## config.mk

```make
export PLATFORM = sky130hd
export DESIGN_NAME = funnel_pipe_serializer
export DESIGN_NICKNAME = d
export VERILOG_FILES = /design/src/rtl/funnel_pipe_serializer.sv
export SDC_FILE = /design/constraint.sdc
export NUM_CORES = 1
export LEC_CHECK = 0
export CORE_ASPECT_RATIO = 1.4
export CORE_MARGIN = 2
export CORE_UTILIZATION = 30
export DETAILED_ROUTE_END_ITERATION = 12
export GPL_TIMING_DRIVEN = 1
export PLACE_DENSITY = 0.53
export RECOVER_POWER = 100
export SETUP_SLACK_MARGIN = 0.02
export SYNTH_ARGS = -nofsm -noshare
export SYNTH_HDL_FRONTEND = slang
export SYNTH_SLANG_ARGS = --single-unit
```

## constraint.sdc

```tcl
create_clock -name CLK -period 2.1 [get_ports CLK]
set_input_delay 0.21 -clock CLK [delete_from_list [all_inputs] [get_ports CLK]]
set_output_delay 0.21 -clock CLK [all_outputs]
set_load 0.02 [all_outputs]
```

## src/rtl/funnel_pipe_serializer.sv

```systemverilog
// Serializes one wide packed message per enq into BEATS narrow beats,
// least-significant beat first, with no bubble between back-to-back messages.
module funnel_pipe_serializer #(
  parameter int unsigned IN_WIDTH  = 128,
  parameter int unsigned OUT_WIDTH = 32,
  parameter int unsigned BEATS     = IN_WIDTH / OUT_WIDTH
) (
  input  logic                 CLK,
  input  logic                 nRST,
  input  logic                 in_enq__ENA,
  input  logic [IN_WIDTH-1:0]  in_enq_v,
  output logic                 in_enq__RDY,
  input  logic                 out_enq__RDY,
  output logic                 out_enq__ENA,
  output logic [OUT_WIDTH-1:0] out_enq_v,
  output logic                 out_last,
  output logic [15:0]          msg_count
);

  localparam int unsigned BW = (BEATS > 1) ? $clog2(BEATS) : 1;
  localparam logic [BW-1:0] LAST_BEAT = BW'(BEATS - 1);

  typedef enum logic {IDLE, SEND} state_t;

  state_t                            state_q, state_d;
  logic [BEATS-1:0][OUT_WIDTH-1:0]   hold_q, hold_d;
  logic [BW-1:0]                     beat_q, beat_d;
  logic [15:0]                       msg_count_q, msg_count_d;
  logic                              sending;
  logic                              take;

  always_comb begin
    sending      = (state_q == SEND);
    out_last     = sending && (beat_q == LAST_BEAT);
    out_enq__ENA = sending && out_enq__RDY;
    out_enq_v    = sending ? hold_q[beat_q] : '0;
    // Gated by nRST so the upstream sees not-ready while reset is held.
    in_enq__RDY  = nRST && (!sending || (out_last && out_enq__RDY));
    take         = in_enq__ENA && in_enq__RDY;
    msg_count    = msg_count_q;
  end

  always_comb begin
    state_d     = state_q;
    hold_d      = hold_q;
    beat_d      = beat_q;
    msg_count_d = msg_count_q;
    if (out_enq__ENA) begin
      if (out_last) begin
        msg_count_d = msg_count_q + 16'd1;
        state_d     = IDLE;
      end else begin
        beat_d = beat_q + BW'(1);
      end
    end
    // A load on the final beat overrides the return to IDLE.
    if (take) begin
      hold_d  = in_enq_v;
      beat_d  = '0;
      state_d = SEND;
    end
  end

  always_ff @(posedge CLK or negedge nRST) begin
    if (!nRST) begin
      state_q     <= IDLE;
      hold_q      <= '0;
      beat_q      <= '0;
      msg_count_q <= '0;
    end else begin
      state_q     <= state_d;
      hold_q      <= hold_d;
      beat_q      <= beat_d;
      msg_count_q <= msg_count_d;
    end
  end

  always_ff @(posedge CLK) begin
    if (nRST) begin
      assert (!in_enq__ENA || in_enq__RDY)
        else $error("in_enq__ENA asserted while in_enq__RDY low");
    end
  end

endmodule

```

After elaboration in Yosys (flattened, before gate mapping)
Index checks and enable logic that the tools add are counted.
W data, S select, Z words.

word-level totals
  register bits = 147
  bits of input ports = 132
  output and inout port bits = 51
  logic and storage cells = 33

operators by class
  add/subtract/negate cells = 2
  $lt $le $gt $ge = 1
  equal/unequal tests = 2
  muxes and demuxes = 9
  reduce and logical (&&, ||, !) cells = 12

operators by type and width
  operator                 number
  $bmux W32 S2             1
  $mux W32                 2
  $add A16 B1 Y16 const B  1
  $mux W2                  3
  $reduce_and A2 Y1        3
  $logic_and A1 B1 Y1      5
  $reduce_bool A2 Y1       2
  $lt A2 B3 Y1 const B     1
  $mux W1                  3
  $add A2 B1 Y2 const B    1
  $eq A2 B2 Y1 const B     1
  $ne A2 B1 Y1 const B     1
  $logic_not A1 Y1         1
  $logic_or A1 B1 Y1       1

Logic depth before layout (Yosys ltp)
Gate-level depths: netlist (run 1).

  depth in word-level cells = 8
  gate-level depth with buffers = 6

Worst setup path before layout (run 1)
OpenSTA, ideal clock, no wires.

  path type = flip-flop to output port
  start point = register beat_q[0]
  end point = output out_enq_v[10]
  data arrival time = 1450 ps
  path slack = 440 ps
  cell stages (with the launch flop) = 5
  path buffers = 2
  cell sequence = dfrtp_1 -> buf_2 -> buf_4 -> mux4_2 -> and2_1

between the ends
  cells in the longest elaborated chain, start to end = 3

RTL lines
  what                            line  source
  from (decl)                     27    logic [BW-1:0] beat_q, beat_d;
  from (signal assigned)          73    beat_q <= beat_d;
  $bmux W32 S2                    36    out_enq_v = sending ? hold_q[beat_q] : '0;
  $mux W32 (not written as such)  36
  $mux W32                        36
  to (decl)                       15    output logic [OUT_WIDTH-1:0] out_enq_v,

Every way passes these cells. The select of a mux whose other input is x is not followed.

Worst setup path in the final report (run 1)
Same ends and word-level chain as after synthesis.

==> results of run 1 <==
## path summary, 6_finish.rpt
path,startpoint,endpoint,slack (ns),depth (start not counted)
worst max-delay path,beat_q[0],out_enq_v[10],-0.17,7
worst min-delay path,nRST,hold_q[91],0.20,2
worst max register to register,beat_q[0],hold_q[50],0.10,7
worst min register to register,hold_q[73],hold_q[73],0.48,1
max in group asynchronous,nRST,beat_q[1],0.83,3
min in group CLK,in_enq_v[52],hold_q[52],0.38,2
## sequential cells by signal, summed over array words and instances (netlist names)
register / cells
beat_q: 2
sending: 1
msg_count: 16
hold_q: 128
## worst register-to-register path: stages, from the launching register on
cell and delay, ns:
dfrtp_2 0.39, buf_4 0.21, ha_2 0.26, nand3_4 0.10, a21oi_4 0.22, buf_12 0.17, buf_12 0.17, mux2_1 0.36
## layout make-up
type / instances / area [um^2]
well taps: 297 / 371.6
clock buffers: 21 / 470.5
multi-input cells: 245 / 2814
repair buffers: 229 / 2400
flip-flops and latches: 147 / 3681
fillers: 1999 / 11920
diodes: 1 / 2.502
clock inverters: 11 / 125.1
## routing by layer
metal | GRT usage [%] | up-vias | routed length (um)
met5 | 0 | - | 24
met4 | 5.333 | 4 | 295
met3 | 3.958 | 23 | 763
met2 | 26.48 | 109 | 8970
met1 | 17.14 | 2210 | 6377
li1 | - | 1959 | -
## cells in the mapped netlist
cell type,n
dfrtp_1,147
mux2_1,98
and2_1,36
mux4_2,32
mux2_2,31
xnor2_1,12
buf_6,11
nand2_1,8
clkbuf_1,6
buf_2,5
nand3_1,5
nor2_1,5
nand4_1,4
xor2_1,4
buf_4,3
and4_1,2
ha_1,2
a21oi_2,1
and3_1,1
clkbuf_2,1
mux2i_1,1
nand3_2,1
nor2b_1,1
nor3_2,1
## cell families (layout without fill, tap and decap cells)
logic type | after synthesis | in the layout | share of synthesized area (%)
compound gates | 1 | 1 | 0.1325
mux | 162 | 162 | 33.04
flops | 147 | 147 | 55.66
buf+inv | 26 | 261 | 3.010
fa+ha+maj | 2 | 2 | 0.3786
simple gates | 64 | 64 | 5.661
xor+xnor | 16 | 16 | 2.120
other cells | 0 | 1 | 0
## power by group
group	leakage (nW)	internal (mW)	total, mW	switching (mW)
Sequential	1.78	4.15	4.81	0.661
Clock	0.290	1.85	3.04	1.19
Combinational	2.08	4.56	7.53	2.97
## timing repair
action | CTS | global route
endpoints found under the setup margin | 133 | 146
hold endpoints to repair | 18 | 0
setup buffers | 14 | 7
pin swaps | 2 | 0
gates resized for setup | 193 | 34
hold buffers | 1 | 0
gates cloned | 2 | 0
==> flow_summary.yaml, run 1 <==
outcome:
  status: "finished, violations left"
  violations: "negative setup slack"
route:
  antenna_left: 0
  via_per_inst: 4.527
  routed_wl_um: 16430
  dr.pass1.iters: 4
  wire_per_inst_um: 17.28
  drt-initial-drc-count: 125
  via_count: 4305
  drcViolationCount: 0
sta:
  whs_ns: 0.1959
  fin_crit_sh_pct: 108.2
  worst_slack_ns: -0.1727
  period_minus_slack_ns: 2.273
  tightest_slew_ns: 0.8228
  hold_violations: 0
  rsz0062_at_grt: "yes"
  relSlewSlack_pct: 45.15
  fmax_mhz: 440.0
  setup_tns_ns: -1.663
  setup_viol: 27
  fin_skew_ns: 0.01219
  maxSlewViolCount: 0
power:
  leakage_nw: 4.159
  finalPower_mw: 15.38
  power_density_nw_per_um2: 1559
  peakVddDrop_uv: 671.4
global_routing:
  grt_pass1_wl_um: 26470
  grt.overflow.total: 0
  antenna_found_initial: 3
  grt_use_total_pct: 14.94
  grt_pass1_vias: 4902
  grt_max_degree: 64
final_layout:
  finish.instance_area_um2: 9864
  area_growth_syn_to_layout_pct: 49.26
  final_net_count: 774
  layout_commonest_cell: "clkdlybuf4s50_1"
  final_cell_mix: "clkdlybuf4s50_1 (146), dfrtp_1 (145), mux2_1 (98), buf_6 (34), mux4_2 (32)"
  instances_no_fill: 951
  layout-drive-gt1-share_pct: 31.70
  final_util_pct: 45.29
placement:
  numPlacedInstances: 897
  pre_cts_slack_ns: -0.003368
  port_buffers: 182
  place_hpwl_um: 11850
  gp_congestion: 0.7222
  placed_area_um2: 8947
setup_path:
  max_stage_delay_ns: 0.42
  crit_required_ns: 1.89
  cp_top_family: "buffers and inverters"
  start_kind: "flip-flop"
  cp_max_fo: 5
  crit_chain: "buf_12, buf_12, buf_12, buf_12, mux4_2, and2_4, buf_6"
  crit_slowest_cell: "dfrtp_2"
  critical_path_class: "flip-flop to primary output"
  worst_path_most_repeated_cell: "buf_12"
  cp.arrival_ns: 2.06
  worstPathBufferInverterCount: 5
  end_kind: "primary output"
clocking:
  cts_tree: "yes"
  cts_buffer_depth: 2
  path_clk_slew_ns: 0.06
  numCtsBuffers: 17
  clkSinkCount: 147
  clockRootBuffer: "clkbuf_16"
  htree_levels: 4
  clk_latency_ns: 0.42
synth:
  syn_nets: 552
  synth_area_um2: 6609
  synth_seq_area_share_pct: 55.66
  synthCells: 418
  synthTopCellsByArea: "dfrtp_1 (56%), mux2_1 (17%), mux4_2 (11%)"
  yosys_warnings: 0
  synth.top_cell.area_share_pct: 55.66
  synth_area_per_cell_um2: 15.81
  ys_ff_latch: 147
  yosysTopAreaCell: "dfrtp_1"
  ys_types: 24
min_path:
  hp-class: "input port to asynchronous set/reset pin"
floorplanning:
  die_h_um: 179.6
  die-area_um2: 23250
  die_x_um: 129.4
  rows: 64
  ios: 183
  coreArea_um2: 21780
  initial_core_util_pct: 30.34
job:
  cap_violations: 0
(Power assumes the default switching activity.)
==> run 2: changes to the inputs <==
--- a/config.mk
+++ b/config.mk
@@ -9,8 +9,9 @@
 export CORE_MARGIN = 2
 export CORE_UTILIZATION = 30
 export DETAILED_ROUTE_END_ITERATION = 12
+export DONT_BUFFER_PORTS = 1
 export GPL_TIMING_DRIVEN = 1
-export PLACE_DENSITY = 0.53
+export PLACE_DENSITY = 0.43
 export RECOVER_POWER = 100
 export SETUP_SLACK_MARGIN = 0.02
 export SYNTH_ARGS = -nofsm -noshare
==> flow_summary.yaml, run 2 (synthesis gave the netlist of run 1 again) <==
outcome:
  status: "finished, violations left"
  violations: "negative hold slack"
sta:
  hold_violations: 147
  fin_crit_sh_pct: 98.09
  maxSlewViolCount: 0
  fin_skew_ns: 0.008297
  whs_ns: -0.5244
  setup_viol: 0
  worst_slack_ns: 0.04011
  fmax_mhz: 485.5
  tightest_slew_ns: 0.4925
  relSlewSlack_pct: 67.17
  rsz0062_at_grt: "yes"
  setup_tns_ns: 0
  period_minus_slack_ns: 2.060
setup_path:
  rrSetupSlack_ns: 0.11
  crit_required_ns: 1.89
  critical_path_class: "flip-flop to primary output"
  crit_slowest_cell: "mux4_2"
  cp_max_fo: 6
  reg2reg_to: "hold_q[62]"
  crit_chain: "buf_12, buf_16, mux4_2, and2_4"
  end_kind: "primary output"
  worst_r2r_startpoint: "beat_q[0]"
  cp.arrival_ns: 1.85
  rr_worst_depth: 5
  start_kind: "flip-flop"
  max_stage_delay_ns: 0.51
final_layout:
  area_growth_syn_to_layout_pct: 34.93
  layout_commonest_cell: "dfrtp_1"
  largest_reg_flops: 128
  final_cell_mix: "dfrtp_1 (145), dlygate4sd3_1 (129), mux2_1 (98), mux4_2 (32), mux2_2 (31)"
  antennaDiodeCount: 0
  layout-drive-gt1-share_pct: 23.08
  final_net_count: 693
  ff_latch_area_um2: 3681
  multi_input_area_um2: 2773
  regMostFlops: "hold_q"
  nFillCells: 2077
placement:
  port_buffers: 0
  gp_congestion: 0.7104
  place_hpwl_um: 10180
  pre_cts_slack_ns: 0.2175
job:
  cap_violations: 0
clocking:
  hold_buffers: 129
  clockRootBuffer: "clkbuf_16"
  htree_levels: 4
  path_clk_slew_ns: 0.06
  clk_latency_ns: 0.43
  cts_buffer_depth: 2
  numCtsBuffers: 17
  cts_tree: "yes"
  clkSinkCount: 147
global_routing:
  antenna_found_initial: 0
  grt_pass1_wl_um: 24730
  grt_pass1_vias: 4417
  grt.overflow.total: 0
  grt_use_total_pct: 14.25
  grt_max_degree: 150
route:
  dr.pass1.iters: 4
  wire_per_inst_um: 18.29
  drt-initial-drc-count: 107
  drcViolationCount: 0
  routed_wl_um: 15900
  antenna_left: 0
  via_count: 3961
  via_per_inst: 4.558
min_path:
  hp-class: "input port to asynchronous set/reset pin"
power:
  leakage_nw: 3.694
  power_density_nw_per_um2: 1490
  peakVddDrop_uv: 634.3
floorplanning:
  coreArea_um2: 21780
  die_h_um: 179.6
  ios: 183
  initial_core_util_pct: 30.34
  die-area_um2: 23250
  die_x_um: 129.4
  rows: 64
==> run 2: changes by cell type in the layout (fill, tap and decap cells not counted), moves of 6 or more <==
cell	change
and2_4	-6
buf_12	-10
buf_2	-7
buf_4	-15
buf_6	-33
clkdlybuf4s50_1	-146
dlygate4sd3_1	+128
==> run 2: how the worst max path moves through the flow <==
stage | start | to | slack [ns]
final | beat_q[0] | out_enq_v[21] | 0.04
after CTS | beat_q[0] | out_enq_v[4] | -0.04
after detailed placement | sending | msg_count[8] | 0.22
after floorplan | beat_q[0] | out_enq_v[10] | 0.44
after global routing | beat_q[0] | out_enq_v[21] | -0.04
after global placement | beat_q[0] | hold_q[5] | 0.29
==> run 2: final cells by class <==
class,instances,area share [%]
Multi-Input combinational cell,245,31.09
Tap cell,297,4.167
Timing Repair Buffer,148,17.08
Clock buffer,20,4.897
Sequential cell,147,41.28
Clock inverter,12,1.487
==> run 2: repair_timing <==
item | 4_1_cts | 5_1_grt
gates resized for setup | 23 | 20
setup buffers | 1 | 0
hold endpoints to repair | 276 | 147
endpoints found under the setup margin | 28 | 24
cloned | 2 | 0
==> run 2: critical path: cells and delay by family (launching register included) <==
kind / cells / cell delay [ns]
muxes: 1 / 0.51
and+or+nand+nor: 1 / 0.20
DFF: 1 / 0.44
buffers and inverters: 2 / 0.28
==> run 2: metal layers <==
metal	vias to the layer above	wire length, um	track usage, %
met5	-	0	0
met4	0	238	5.075
met3	17	735	4.048
met2	109	8333	23.98
met1	2037	6589	17.32
li1	1798	-	-
==> run 2: power by group <==
| part | switching, mW | internal, mW |
|---|---|---|
| clock | 1.23 | 1.75 |
| sequential | 0.688 | 4.15 |
| combinational | 2.53 | 2.94 |
==> run 2: per-stage QoR <==
stage	instances	hold slack [ns]	util, %	instance area [um^2]	total power, mW
after detailed placement	705	-0.08047	31.96	6962	9.747
after CTS	869	-0.5558	40.98	8926	13.41
after floorplan	418	-0.08559	-	6609	8.691
final	869	-0.5244	40.94	8917	13.28
after global routing	869	-0.5552	40.94	8917	14.13
after global placement	705	-0.08175	31.96	6962	9.560
==> run 3: changes to the inputs <==
--- a/config.mk
+++ b/config.mk
@@ -8,6 +8,7 @@
 export CORE_ASPECT_RATIO = 1.4
 export CORE_MARGIN = 2
 export CORE_UTILIZATION = 30
+export CTS_CLUSTER_SIZE = 40
 export DETAILED_ROUTE_END_ITERATION = 12
 export DONT_BUFFER_PORTS = 1
 export GPL_TIMING_DRIVEN = 1
==> constraint.sdc (replaced) <==
create_clock -name CLK -period 2.1 [get_ports CLK]
set_input_delay 0.42 -clock CLK [delete_from_list [all_inputs] [get_ports CLK]]
set_output_delay 0.42 -clock CLK [all_outputs]
set_load 0.02 [all_outputs]
==> flow_summary.yaml, run 3 (synthesis gave the netlist of run 1 again) <==
job:
  cap_violations: 0
global_routing:
  antenna_found_initial: 4
  grt.overflow.total: 0
  grt_use_total_pct: 13.64
  grt_max_degree: 150
  grt_pass1_wl_um: 23320
  grt_pass1_vias: 3900
outcome:
  violations: "negative hold slack, negative setup slack"
  status: "finished, violations left"
power:
  seqPwrFrac_pct: 37.8
  cell_internal_pwr_mw: 8.539
  p_switching_mw: 4.286
  power_density_nw_per_um2: 1683
  p_clk_share_pct: 22.1
  p_comb_share_pct: 40.2
  leakage_nw: 3.162
  finalPower_mw: 12.83
  peakVddDrop_uv: 626.3
  switching_share_pct: 33.42
setup_path:
  cp.arrival_ns: 1.87
  max_stage_delay_ns: 0.52
  end_kind: "primary output"
  crit_slowest_cell: "mux4_2"
  critical_path_class: "flip-flop to primary output"
  cp_max_fo: 10
  crit_required_ns: 1.68
  worst_r2r_startpoint: "beat_q[0]"
  crit_chain: "buf_12, mux4_2, and2_4, buf_6"
  crit_start: "beat_q[0]"
  start_kind: "flip-flop"
sta:
  tightest_slew_ns: 0.4440
  worst_slack_ns: -0.1912
  whs_ns: -0.2979
  relSlewSlack_pct: 70.24
  hold_violations: 147
  setup_viol: 33
  setup_tns_ns: -4.853
  fin_skew_ns: 0.004975
  maxSlewViolCount: 0
  fin_crit_sh_pct: 109.1
  period_minus_slack_ns: 2.291
  fmax_mhz: 436.5
  rsz0062_at_grt: "yes"
final_layout:
  final_util_pct: 35.00
  regMostFlops: "hold_q"
  final_cell_mix: "dfrtp_1 (145), mux2_1 (98), mux4_2 (32), mux2_2 (31), and2_1 (23)"
  final_net_count: 567
  area_growth_syn_to_layout_pct: 15.34
  layout_commonest_cell: "dfrtp_1"
  largest_reg_flops: 128
  layout-drive-gt1-share_pct: 28.99
floorplanning:
  initial_core_util_pct: 30.34
  coreArea_um2: 21780
  die-area_um2: 23250
  die_h_um: 179.6
  ios: 183
  die_x_um: 129.4
  rows: 64
clocking:
  path_clk_slew_ns: 0.06
  clockRootBuffer: "clkbuf_16"
  cts_tree: "yes"
  numCtsBuffers: 17
  clkSinkCount: 147
  htree_levels: 4
  cts_buffer_depth: 2
  clk_latency_ns: 0.42
placement:
  place_hpwl_um: 10230
  gp_congestion: 0.7345
  port_buffers: 0
  pre_cts_slack_ns: 0.1753
route:
  routed_wl_um: 15240
  dr.pass1.iters: 4
  drcViolationCount: 0
  antenna_left: 0
  wire_per_inst_um: 20.51
  drt-initial-drc-count: 125
  via_per_inst: 4.684
  via_count: 3480
min_path:
  hp-class: "input port to asynchronous set/reset pin"
==> run 3: cell count changes in the layout (fill, tap and decap cells not counted), moves of 2 or more <==
cell / change
clkinv_2: +3
and2_1: +10
dlygate4sd3_1: -129
and2_4: -7
clkinvlp_4: -2
clkbuf_8: +2
and2_0: -3
==> run 3: routing by layer <==
metal / track usage [%] / routed length (um)
met3: 4.613 / 876
met4: 5.161 / 208
met1: 15.79 / 6001
met5: 0 / 23
met2: 23.14 / 8132
==> run 3: worst max-delay path, delay by kind of cell (launching register included) <==
| family | cells | cell delay [ns] |
|---|---|---|
| muxes | 1 | 0.52 |
| buffers and inverters | 2 | 0.31 |
| DFF | 1 | 0.45 |
| and+or+nand+nor | 1 | 0.17 |
==> run 3: worst paths after layout <==
check	endpoint	slack, ns	cells after the start
setup / recovery	out_enq_v[0]	-0.19	4
hold reg to reg	hold_q[87]	0.48	1
max in group asynchronous	hold_q[87]	2.15	0
min in group CLK	hold_q[68]	0.13	1
hold / removal	hold_q[7]	-0.30	0
setup reg to reg	hold_q[63]	0	7
==> run 3: repair_timing <==
action | in CTS | in global routing
endpoints found under the hold margin | 147 | 147
buffers inserted | 3 | 1
gates resized for setup | 33 | 2
gates cloned | 2 | 0
pin swaps | 2 | 3
setup endpoints to repair | 33 | 99
==> run 3: area by class of cell <==
class | count | area [um^2]
multi-input cells | 245 | 2758
well taps | 297 | 371.6
flip-flops and latches | 147 | 3681
fillers | 2159 | 14160
clock buffers | 21 | 460.4
diodes | 1 | 2.502
repair buffers | 22 | 264.0
clock inverters | 10 | 85.08
==> run 3: power by group through the flow <==
stage	combinational, mW	clock [mW]	sequential, mW
global route	5.54	3.08	5.03
CTS	5.31	2.96	4.87
detailed placement	4.82	0	4.90
finish	5.15	2.83	4.84
floorplan	4.07	0	4.62
global placement	4.75	0	4.85
==> run 3: through the flow <==
stage	cell area, um^2	cells
after floorplan	6609	418
after global placement	6962	705
after detailed placement	6962	705
after CTS	7655	741
after global routing	7622	743
final	7622	743
